## config.mk

```make
export PLATFORM = sky130hd
export DESIGN_NAME = seg7_scan_ctrl
export DESIGN_NICKNAME = d
export VERILOG_FILES = /design/src/rtl/seg7_pkg.sv /design/src/rtl/seg7_decode.sv /design/src/rtl/seg7_scan_ctrl.sv
export SDC_FILE = /design/constraint.sdc
export NUM_CORES = 1
export LEC_CHECK = 0
export CAP_MARGIN = 20
export CORE_ASPECT_RATIO = 1.25
export CORE_UTILIZATION = 40
export CTS_BUF_LIST = sky130_fd_sc_hd__clkbuf_2
export DETAILED_ROUTE_END_ITERATION = 6
export GPL_TIMING_DRIVEN = 0
export PLACE_DENSITY = 0.69
export SYNTH_ARGS = -nofsm -noshare
export SYNTH_HDL_FRONTEND = slang
export SYNTH_SLANG_ARGS = --single-unit
```

## constraint.sdc

```tcl
create_clock -name clk -period 7.8 [get_ports clk]
set_input_delay 1.56 -clock clk [delete_from_list [all_inputs] [get_ports clk]]
set_output_delay 1.56 -clock clk [all_outputs]
set_load 0.1 [all_outputs]
```

## src/rtl/seg7_pkg.sv

```systemverilog
// -----------------------------------------------------------------------------
// seg7_pkg
// Shared types and constants for the seven-segment scan controller.
//   scan_state_t : scan FSM states (BLANK = all digits off, SHOW = one digit lit)
//   SEG_0..SEG_9 : segment patterns {a,b,c,d,e,f,g}, active-high
//   SEG_OFF      : all segments dark (used for invalid BCD and blanking)
// -----------------------------------------------------------------------------
package seg7_pkg;

    typedef enum logic [0:0] {
        BLANK = 1'b0,
        SHOW  = 1'b1
    } scan_state_t;

    // Patterns are {a,b,c,d,e,f,g}; the decimal point is appended by the top.
    localparam logic [6:0] SEG_0   = 7'h7E;
    localparam logic [6:0] SEG_1   = 7'h30;
    localparam logic [6:0] SEG_2   = 7'h6D;
    localparam logic [6:0] SEG_3   = 7'h79;
    localparam logic [6:0] SEG_4   = 7'h33;
    localparam logic [6:0] SEG_5   = 7'h5B;
    localparam logic [6:0] SEG_6   = 7'h5F;
    localparam logic [6:0] SEG_7   = 7'h70;
    localparam logic [6:0] SEG_8   = 7'h7F;
    localparam logic [6:0] SEG_9   = 7'h7B;
    localparam logic [6:0] SEG_OFF = 7'h00;

    // True when a BCD nibble holds the value zero (leading-zero detection).
    function automatic logic bcd_is_zero(input logic [3:0] nib);
        return (nib == 4'd0);
    endfunction

endpackage

```

## src/rtl/seg7_decode.sv

```systemverilog
// -----------------------------------------------------------------------------
// seg7_decode
// Combinational BCD to seven-segment decoder. Codes 10..15 decode to dark.
//   bcd  in  4  BCD digit value
//   seg7 out 7  {a,b,c,d,e,f,g}, active-high
// -----------------------------------------------------------------------------
module seg7_decode
    import seg7_pkg::*;
(
    input  logic [3:0] bcd,
    output logic [6:0] seg7
);

    // Table lookup of the segment pattern for one digit.
    always_comb begin
        seg7 = SEG_OFF;
        case (bcd)
            4'd0:    seg7 = SEG_0;
            4'd1:    seg7 = SEG_1;
            4'd2:    seg7 = SEG_2;
            4'd3:    seg7 = SEG_3;
            4'd4:    seg7 = SEG_4;
            4'd5:    seg7 = SEG_5;
            4'd6:    seg7 = SEG_6;
            4'd7:    seg7 = SEG_7;
            4'd8:    seg7 = SEG_8;
            4'd9:    seg7 = SEG_9;
            default: seg7 = SEG_OFF;
        endcase
    end

endmodule

```

## src/rtl/seg7_scan_ctrl.sv

```systemverilog
// -----------------------------------------------------------------------------
// seg7_scan_ctrl
// Time-multiplexed scan controller for a NUM_DIGITS seven-segment display.
// Each digit is preceded by a blanking gap; new data is taken over a
// valid/ready handshake into a pending slot and committed to the display
// registers only at a frame boundary, so a frame never shows mixed data.
//   clk        in   1             system clock
//   rst_n      in   1             synchronous active-low reset
//   bcd_in     in   4*NUM_DIGITS  digit i at [4i+3:4i]
//   dp_in      in   NUM_DIGITS    decimal point per digit, 1 = lit
//   lz_blank   in   1             1 = suppress leading zeros (live level)
//   load_valid in   1             bcd_in/dp_in valid
//   load_ready out  1             1 = pending slot empty
//   seg        out  8             {a,b,c,d,e,f,g,dp}, registered
//   dig_en     out  NUM_DIGITS    one-hot digit enable, registered
//   frame_done out  1             pulse at end of the last digit's lit period
// -----------------------------------------------------------------------------
module seg7_scan_ctrl
    import seg7_pkg::*;
#(
    parameter int NUM_DIGITS   = 4,
    parameter int TICK_DIV     = 12500,
    parameter int BLANK_CYCLES = 250
) (
    input  logic                      clk,
    input  logic                      rst_n,
    input  logic [4*NUM_DIGITS-1:0]   bcd_in,
    input  logic [NUM_DIGITS-1:0]     dp_in,
    input  logic                      lz_blank,
    input  logic                      load_valid,
    output logic                      load_ready,
    output logic [7:0]                seg,
    output logic [NUM_DIGITS-1:0]     dig_en,
    output logic                      frame_done
);

    localparam int IDX_W   = (NUM_DIGITS > 1) ? $clog2(NUM_DIGITS) : 1;
    // The blanking count runs 1..BLANK_CYCLES so that the first gap after
    // reset is one cycle longer (the reset cycle itself is not counted);
    // the counter therefore has to hold BLANK_CYCLES as well as TICK_DIV-1.
    localparam int CNT_SPAN = (TICK_DIV > BLANK_CYCLES + 1) ? TICK_DIV : BLANK_CYCLES + 1;
    localparam int CNT_W    = (CNT_SPAN > 2) ? $clog2(CNT_SPAN) : 1;

    localparam logic [CNT_W-1:0] CNT_ZERO   = CNT_W'(0);
    localparam logic [CNT_W-1:0] CNT_ONE    = CNT_W'(1);
    localparam logic [CNT_W-1:0] TICK_LAST  = CNT_W'(TICK_DIV - 1);
    localparam logic [CNT_W-1:0] BLANK_LAST = CNT_W'(BLANK_CYCLES);
    localparam logic [IDX_W-1:0] IDX_ZERO   = IDX_W'(0);
    localparam logic [IDX_W-1:0] IDX_ONE    = IDX_W'(1);
    localparam logic [IDX_W-1:0] IDX_LAST   = IDX_W'(NUM_DIGITS - 1);

    scan_state_t               state_r, state_s;
    logic [CNT_W-1:0]          cnt_r, cnt_s;
    logic [IDX_W-1:0]          idx_r, idx_s;
    logic                      frame_end_s;

    logic [4*NUM_DIGITS-1:0]   pend_bcd_r, disp_bcd_r;
    logic [NUM_DIGITS-1:0]     pend_dp_r, disp_dp_r;
    logic                      load_ready_r;
    logic                      commit_s, accept_s;

    logic [NUM_DIGITS-1:0]     lz_mask_s;
    logic [3:0]                cur_bcd_s;
    logic                      cur_dp_s, cur_lz_s;
    logic [6:0]                seg7_dec_s;
    logic [NUM_DIGITS-1:0]     dig_onehot_s;
    logic [7:0]                seg_next_s;
    logic [NUM_DIGITS-1:0]     dig_en_next_s;

    logic [7:0]                seg_r;
    logic [NUM_DIGITS-1:0]     dig_en_r;
    logic                      frame_done_r;

    // Scan FSM: blank gap, then one digit lit, advancing the digit index.
    always_comb begin
        state_s     = state_r;
        cnt_s       = cnt_r + CNT_ONE;
        idx_s       = idx_r;
        frame_end_s = 1'b0;
        case (state_r)
            BLANK: begin
                if (cnt_r == BLANK_LAST) begin
                    state_s = SHOW;
                    cnt_s   = CNT_ZERO;
                end else begin
                    cnt_s   = cnt_r + CNT_ONE;
                end
            end
            SHOW: begin
                if (cnt_r == TICK_LAST) begin
                    state_s = BLANK;
                    // Entering BLANK on this edge already counts as its first cycle.
                    cnt_s   = CNT_ONE;
                    if (idx_r == IDX_LAST) begin
                        idx_s       = IDX_ZERO;
                        frame_end_s = 1'b1;
                    end else begin
                        idx_s       = idx_r + IDX_ONE;
                    end
                end else begin
                    cnt_s   = cnt_r + CNT_ONE;
                end
            end
            default: begin
                state_s = BLANK;
                cnt_s   = CNT_ZERO;
                idx_s   = IDX_ZERO;
            end
        endcase
    end

    // Handshake: commit only at frame end; accept only while the slot is empty.
    always_comb begin
        commit_s = frame_end_s & ~load_ready_r;
        accept_s = load_valid & load_ready_r;
    end

    // Leading-zero mask: a digit is suppressible when it and every digit above are zero.
    always_comb begin
        logic zero_run;
        zero_run  = 1'b1;
        lz_mask_s = '0;
        for (int i = NUM_DIGITS - 1; i >= 1; i--) begin
            zero_run     = zero_run & bcd_is_zero(disp_bcd_r[4*i +: 4]);
            lz_mask_s[i] = zero_run;
        end
    end

    // Select the data of the digit that will be lit after this edge.
    always_comb begin
        cur_bcd_s    = 4'd0;
        cur_dp_s     = 1'b0;
        cur_lz_s     = 1'b0;
        dig_onehot_s = '0;
        for (int i = 0; i < NUM_DIGITS; i++) begin
            if (idx_s == IDX_W'(i)) begin
                cur_bcd_s       = disp_bcd_r[4*i +: 4];
                cur_dp_s        = disp_dp_r[i];
                cur_lz_s        = lz_mask_s[i];
                dig_onehot_s[i] = 1'b1;
            end else begin
                dig_onehot_s[i] = 1'b0;
            end
        end
    end

    seg7_decode u_decode (
        .bcd  (cur_bcd_s),
        .seg7 (seg7_dec_s)
    );

    // Next output values, all dark whenever the FSM is heading into BLANK.
    always_comb begin
        seg_next_s    = 8'h00;
        dig_en_next_s = '0;
        if (state_s == SHOW) begin
            dig_en_next_s = dig_onehot_s;
            seg_next_s    = {(lz_blank && cur_lz_s) ? SEG_OFF : seg7_dec_s, cur_dp_s};
        end else begin
            dig_en_next_s = '0;
            seg_next_s    = 8'h00;
        end
    end

    // Scan state, counters and registered display outputs.
    always_ff @(posedge clk) begin
        if (!rst_n) begin
            state_r      <= BLANK;
            cnt_r        <= CNT_ZERO;
            idx_r        <= IDX_ZERO;
            seg_r        <= 8'h00;
            dig_en_r     <= '0;
            frame_done_r <= 1'b0;
        end else begin
            state_r      <= state_s;
            cnt_r        <= cnt_s;
            idx_r        <= idx_s;
            seg_r        <= seg_next_s;
            dig_en_r     <= dig_en_next_s;
            frame_done_r <= frame_end_s;
        end
    end

    // Pending slot and display registers.
    always_ff @(posedge clk) begin
        if (!rst_n) begin
            pend_bcd_r   <= '0;
            pend_dp_r    <= '0;
            disp_bcd_r   <= '0;
            disp_dp_r    <= '0;
            load_ready_r <= 1'b1;
        end else if (commit_s) begin
            disp_bcd_r   <= pend_bcd_r;
            disp_dp_r    <= pend_dp_r;
            load_ready_r <= 1'b1;
        end else if (accept_s) begin
            pend_bcd_r   <= bcd_in;
            pend_dp_r    <= dp_in;
            load_ready_r <= 1'b0;
        end else begin
            load_ready_r <= load_ready_r;
        end
    end

    assign seg        = seg_r;
    assign dig_en     = dig_en_r;
    assign frame_done = frame_done_r;
    assign load_ready = load_ready_r;

endmodule

```

==> results.tsv, run 1 <==
stage	metric	value	unit
drt	num_vias	2465	
logic_synthesis	yosys.area.top_type_share	0.470	
logic_synthesis	synth_edf_count	0	
sta	setup_violations	0	
finish	num-fill-cells	744	
critical_path	r2r_cells	14	
logic_synthesis	avgSynthCellArea	8.67	sq um
drt	wl_per_cell	12.3	um
cts	h-tree-depth	3	
finish	drive_gt1_frac	0.0846	
power_and_ir_drop	power_density	170	nW/um^2
run	max_cap_viol_count	0	
status	status	completed	
grt	track_usage	0.171	
sta	fin_crit	3.71	ns
logic_synthesis	synthCells	349	
drt	dr.pass1.iters	4	
cts	cts.clk_slew.worst_paths	0.19	ns
sta	slew_headroom	0.356	
min_path	hold_depth	2	
floorplan	num_rows	35	
logic_synthesis	synth_seq_area_share	0.470	
drt	drcViolationCount	0	
sta	tightestPinTransition	0.963	ns
drt	ant_nets	0	
cts	hold_buffers	0	
finish	antenna_cells	0	
cts	cts_resized	0	
cts	clock_latency	0.52	ns
place	hpwl	4550	um
floorplan	die_y	99.2	um
critical_path	end_kind	primary output	
sta	rsz0062_at_grt	false	
floorplan	core	7360	sq um
logic_synthesis	syn_area	3030	sq um
floorplan	ios	38	
drt	drtIter0Drc	53	
cts	cts_tree	yes	
critical_path	critPathLaunchType	flip-flop	
finish	final_cell_mix	92 x nand2_1, 71 x dfxtp_1, 40 x a21oi_1	
grt	grt_max_degree	13	
grt	grt-ovfl-total	0	
logic_synthesis	synth_top_cells_by_area	dfxtp_1 47%, nand2_1 11%, a21oi_1 6.6%	
finish	multi_input_area	1490	sq um
grt	antenna_found_initial	0	
critical_path	critical-path-max-stage-delay	1.17	ns
cts	clockRootBuffer	clkbuf_2	
grt	grt_pass1_vias	2426	
cts	postCtsSetupBuffers	0	
logic_synthesis	async_reset_ff_frac	0	
logic_synthesis	ys_ff_latch	71	
sta	finalCritPeriodShare	0.475	
min_path	hp-class	reg -> reg	
sta	fin_hold_ws	0.466	ns
floorplan	fp.dieArea	7920	sq um
critical_path	crit_path_cell_trace	clkdlybuf4s50_1	
sta	finalClockSkew	0.0271	ns
finish	register_area	1420	sq um
logic_synthesis	synth-main-ff-cell	dfxtp_1	
finish	syn2layout_area_growth	19.7	%
place	portBuffers	37	
logic_synthesis	yosysUniqueCellTypes	43	
critical_path	path_delay_family	buffers and inverters	
critical_path	cp.depth	1	
grt	grt_pass1_wl	10600	um
finish	num-nets-final	430	
logic_synthesis	yosys_warnings	0	
cts	numCtsBuffers	9	
sta	clock.fmax	270	MHz
cts	clockBufferDepth	2	
critical_path	arrival	2.15	ns
sta	hold_viol	0	
sta	maxSlewViolCount	0	
drt	avgViaCountPerCell	4.99	
critical_path	setup.worst_path.class	reg -> out	
sta	fin_setup_tns	0	ns
critical_path	crit_slowest_cell	clkdlybuf4s50_1	
critical_path	required	6.24	ns
logic_synthesis	synth_top_area_cell	dfxtp_1	
place	gp_congestion	0.882	
cts	clkSinkCount	71	
drt	totalWireLength	6090	um
floorplan	die_x	79.8	um
critical_path	crit_buf_inv	1	
finish	mostFrequentLayoutCell	nand2_1	
critical_path	path_max_fanout	6	
logic_synthesis	synth_nets	382	
power_and_ir_drop	power_leakage	0.00142	uW
floorplan	initial_utilization	0.411	
power_and_ir_drop	vdd_drop_max	0.0994	mV
worst register-to-register path: cells and delay by family (launching register included):
kind / cells / cell delay (ns)
adders and majority gates: 2 / 0.51
buffers and inverters: 3 / 0.57
and+or+nand+nor: 2 / 0.36
AOI/OAI and AO/OA: 5 / 0.92
muxes: 2 / 0.47
DFF: 1 / 0.41
routing by layer:
| metal | global-route usage | share of wire |
|---|---|---|
| met4 | 0.0838 | 0.026 |
| met3 | 0.0431 | 0.039 |
| met5 | 0 | 0 |
| met1 | 0.197 | 0.44 |
| met2 | 0.291 | 0.49 |
report_power, final:
group / leakage, uW / internal (uW) / switching, uW
Combinational: 0.000773 / 17.9 / 19.3
Sequential: 0.000576 / 371 / 4.93
Clock: 0.0000714 / 74.5 / 129
synthesized netlist by cell type (3+ instances only):
| master | count |
|---|---|
| inv_1 | 10 |
| nor3_1 | 6 |
| xnor2_1 | 7 |
| nand3_1 | 6 |
| clkbuf_1 | 13 |
| o21a_1 | 3 |
| mux2_4 | 3 |
| mux2i_1 | 12 |
| a21oi_1 | 40 |
| xor2_1 | 6 |
| dfxtp_1 | 71 |
| and3_1 | 3 |
| a211oi_1 | 5 |
| nand4_1 | 5 |
| ha_1 | 9 |
| nand2_1 | 92 |
| nor2_1 | 23 |
| o22ai_1 | 5 |
| mux2_2 | 3 |
cell families after synthesis:
group,Yosys count,synth area share
AND/OR/NAND/NOR,149,0.223
flip-flops,71,0.470
AO/OA/AOI/OAI,61,0.126
buffers and inverters,27,0.0364
multiplexers,19,0.0703
XOR/XNOR,13,0.0376
adder cells (fa/ha/maj),9,0.0372
per-stage QoR:
step | setup WS [ns] | util | instances | power, uW | instance area, sq um
2_1_floorplan | 5.04 | - | 349 | 402 | 3030
3_3_place_gp | 4.62 | 0.477 | 478 | 420 | 3510
3_5_place_dp | 4.55 | 0.477 | 478 | 421 | 3510
4_1_cts | 4.07 | 0.492 | 494 | 619 | 3620
5_1_grt | 4.00 | 0.492 | 494 | 642 | 3620
6_report | 4.09 | 0.492 | 494 | 616 | 3620
area by class of cell:
type,instances,share of cell area
Multi-Input combinational cell,251,0.413
Clock buffer,10,0.0138
Buffer,15,0.0180
Clock inverter,6,0.0166
Timing Repair Buffer,37,0.102
Sequential cell,71,0.393
Inverter,12,0.0124
Tap cell,92,0.0318
worst paths after layout:
path	slack, ns	to	startpoint
worst max-delay path	4.09	load_ready	load_ready
worst min-delay path	0.47	disp_dp_r[1]	disp_dp_r[1]
worst max register to register	4.49	seg[3]	cnt_r[0]
worst min register to register	0.47	disp_dp_r[1]	disp_dp_r[1]
sequential cells by signal (all words and copies together), names as in the netlist, 2 cells and up:
signal,flops
cnt_r,14
dig_en,4
disp_bcd_r,16
disp_dp_r,4
idx_r,2
pend_bcd_r,16
pend_dp_r,4
seg,8
Power figures use the tool's default switching activity.
==> inputs of run 2 (changes only) <==
- clock period: 7.8 -> 3.5 ns (I/O delays scaled with it)
==> results of run 2 <==
Same layout as run 1 (identical final DEF). Status: completed.
Main changes from that run: setup slack after placement 4.55 ns -> 0.253 ns; setup slack after layout 4.09 ns -> 0.185 ns; start point of the critical path load_ready -> cnt_r[0]; end point of the critical path load_ready -> seg[3]; register-to-register setup slack 4.49 ns -> 0.19 ns; total power 616 uW -> 1370 uW; worst IR drop on VDD 0.0994 mV -> 0.222 mV
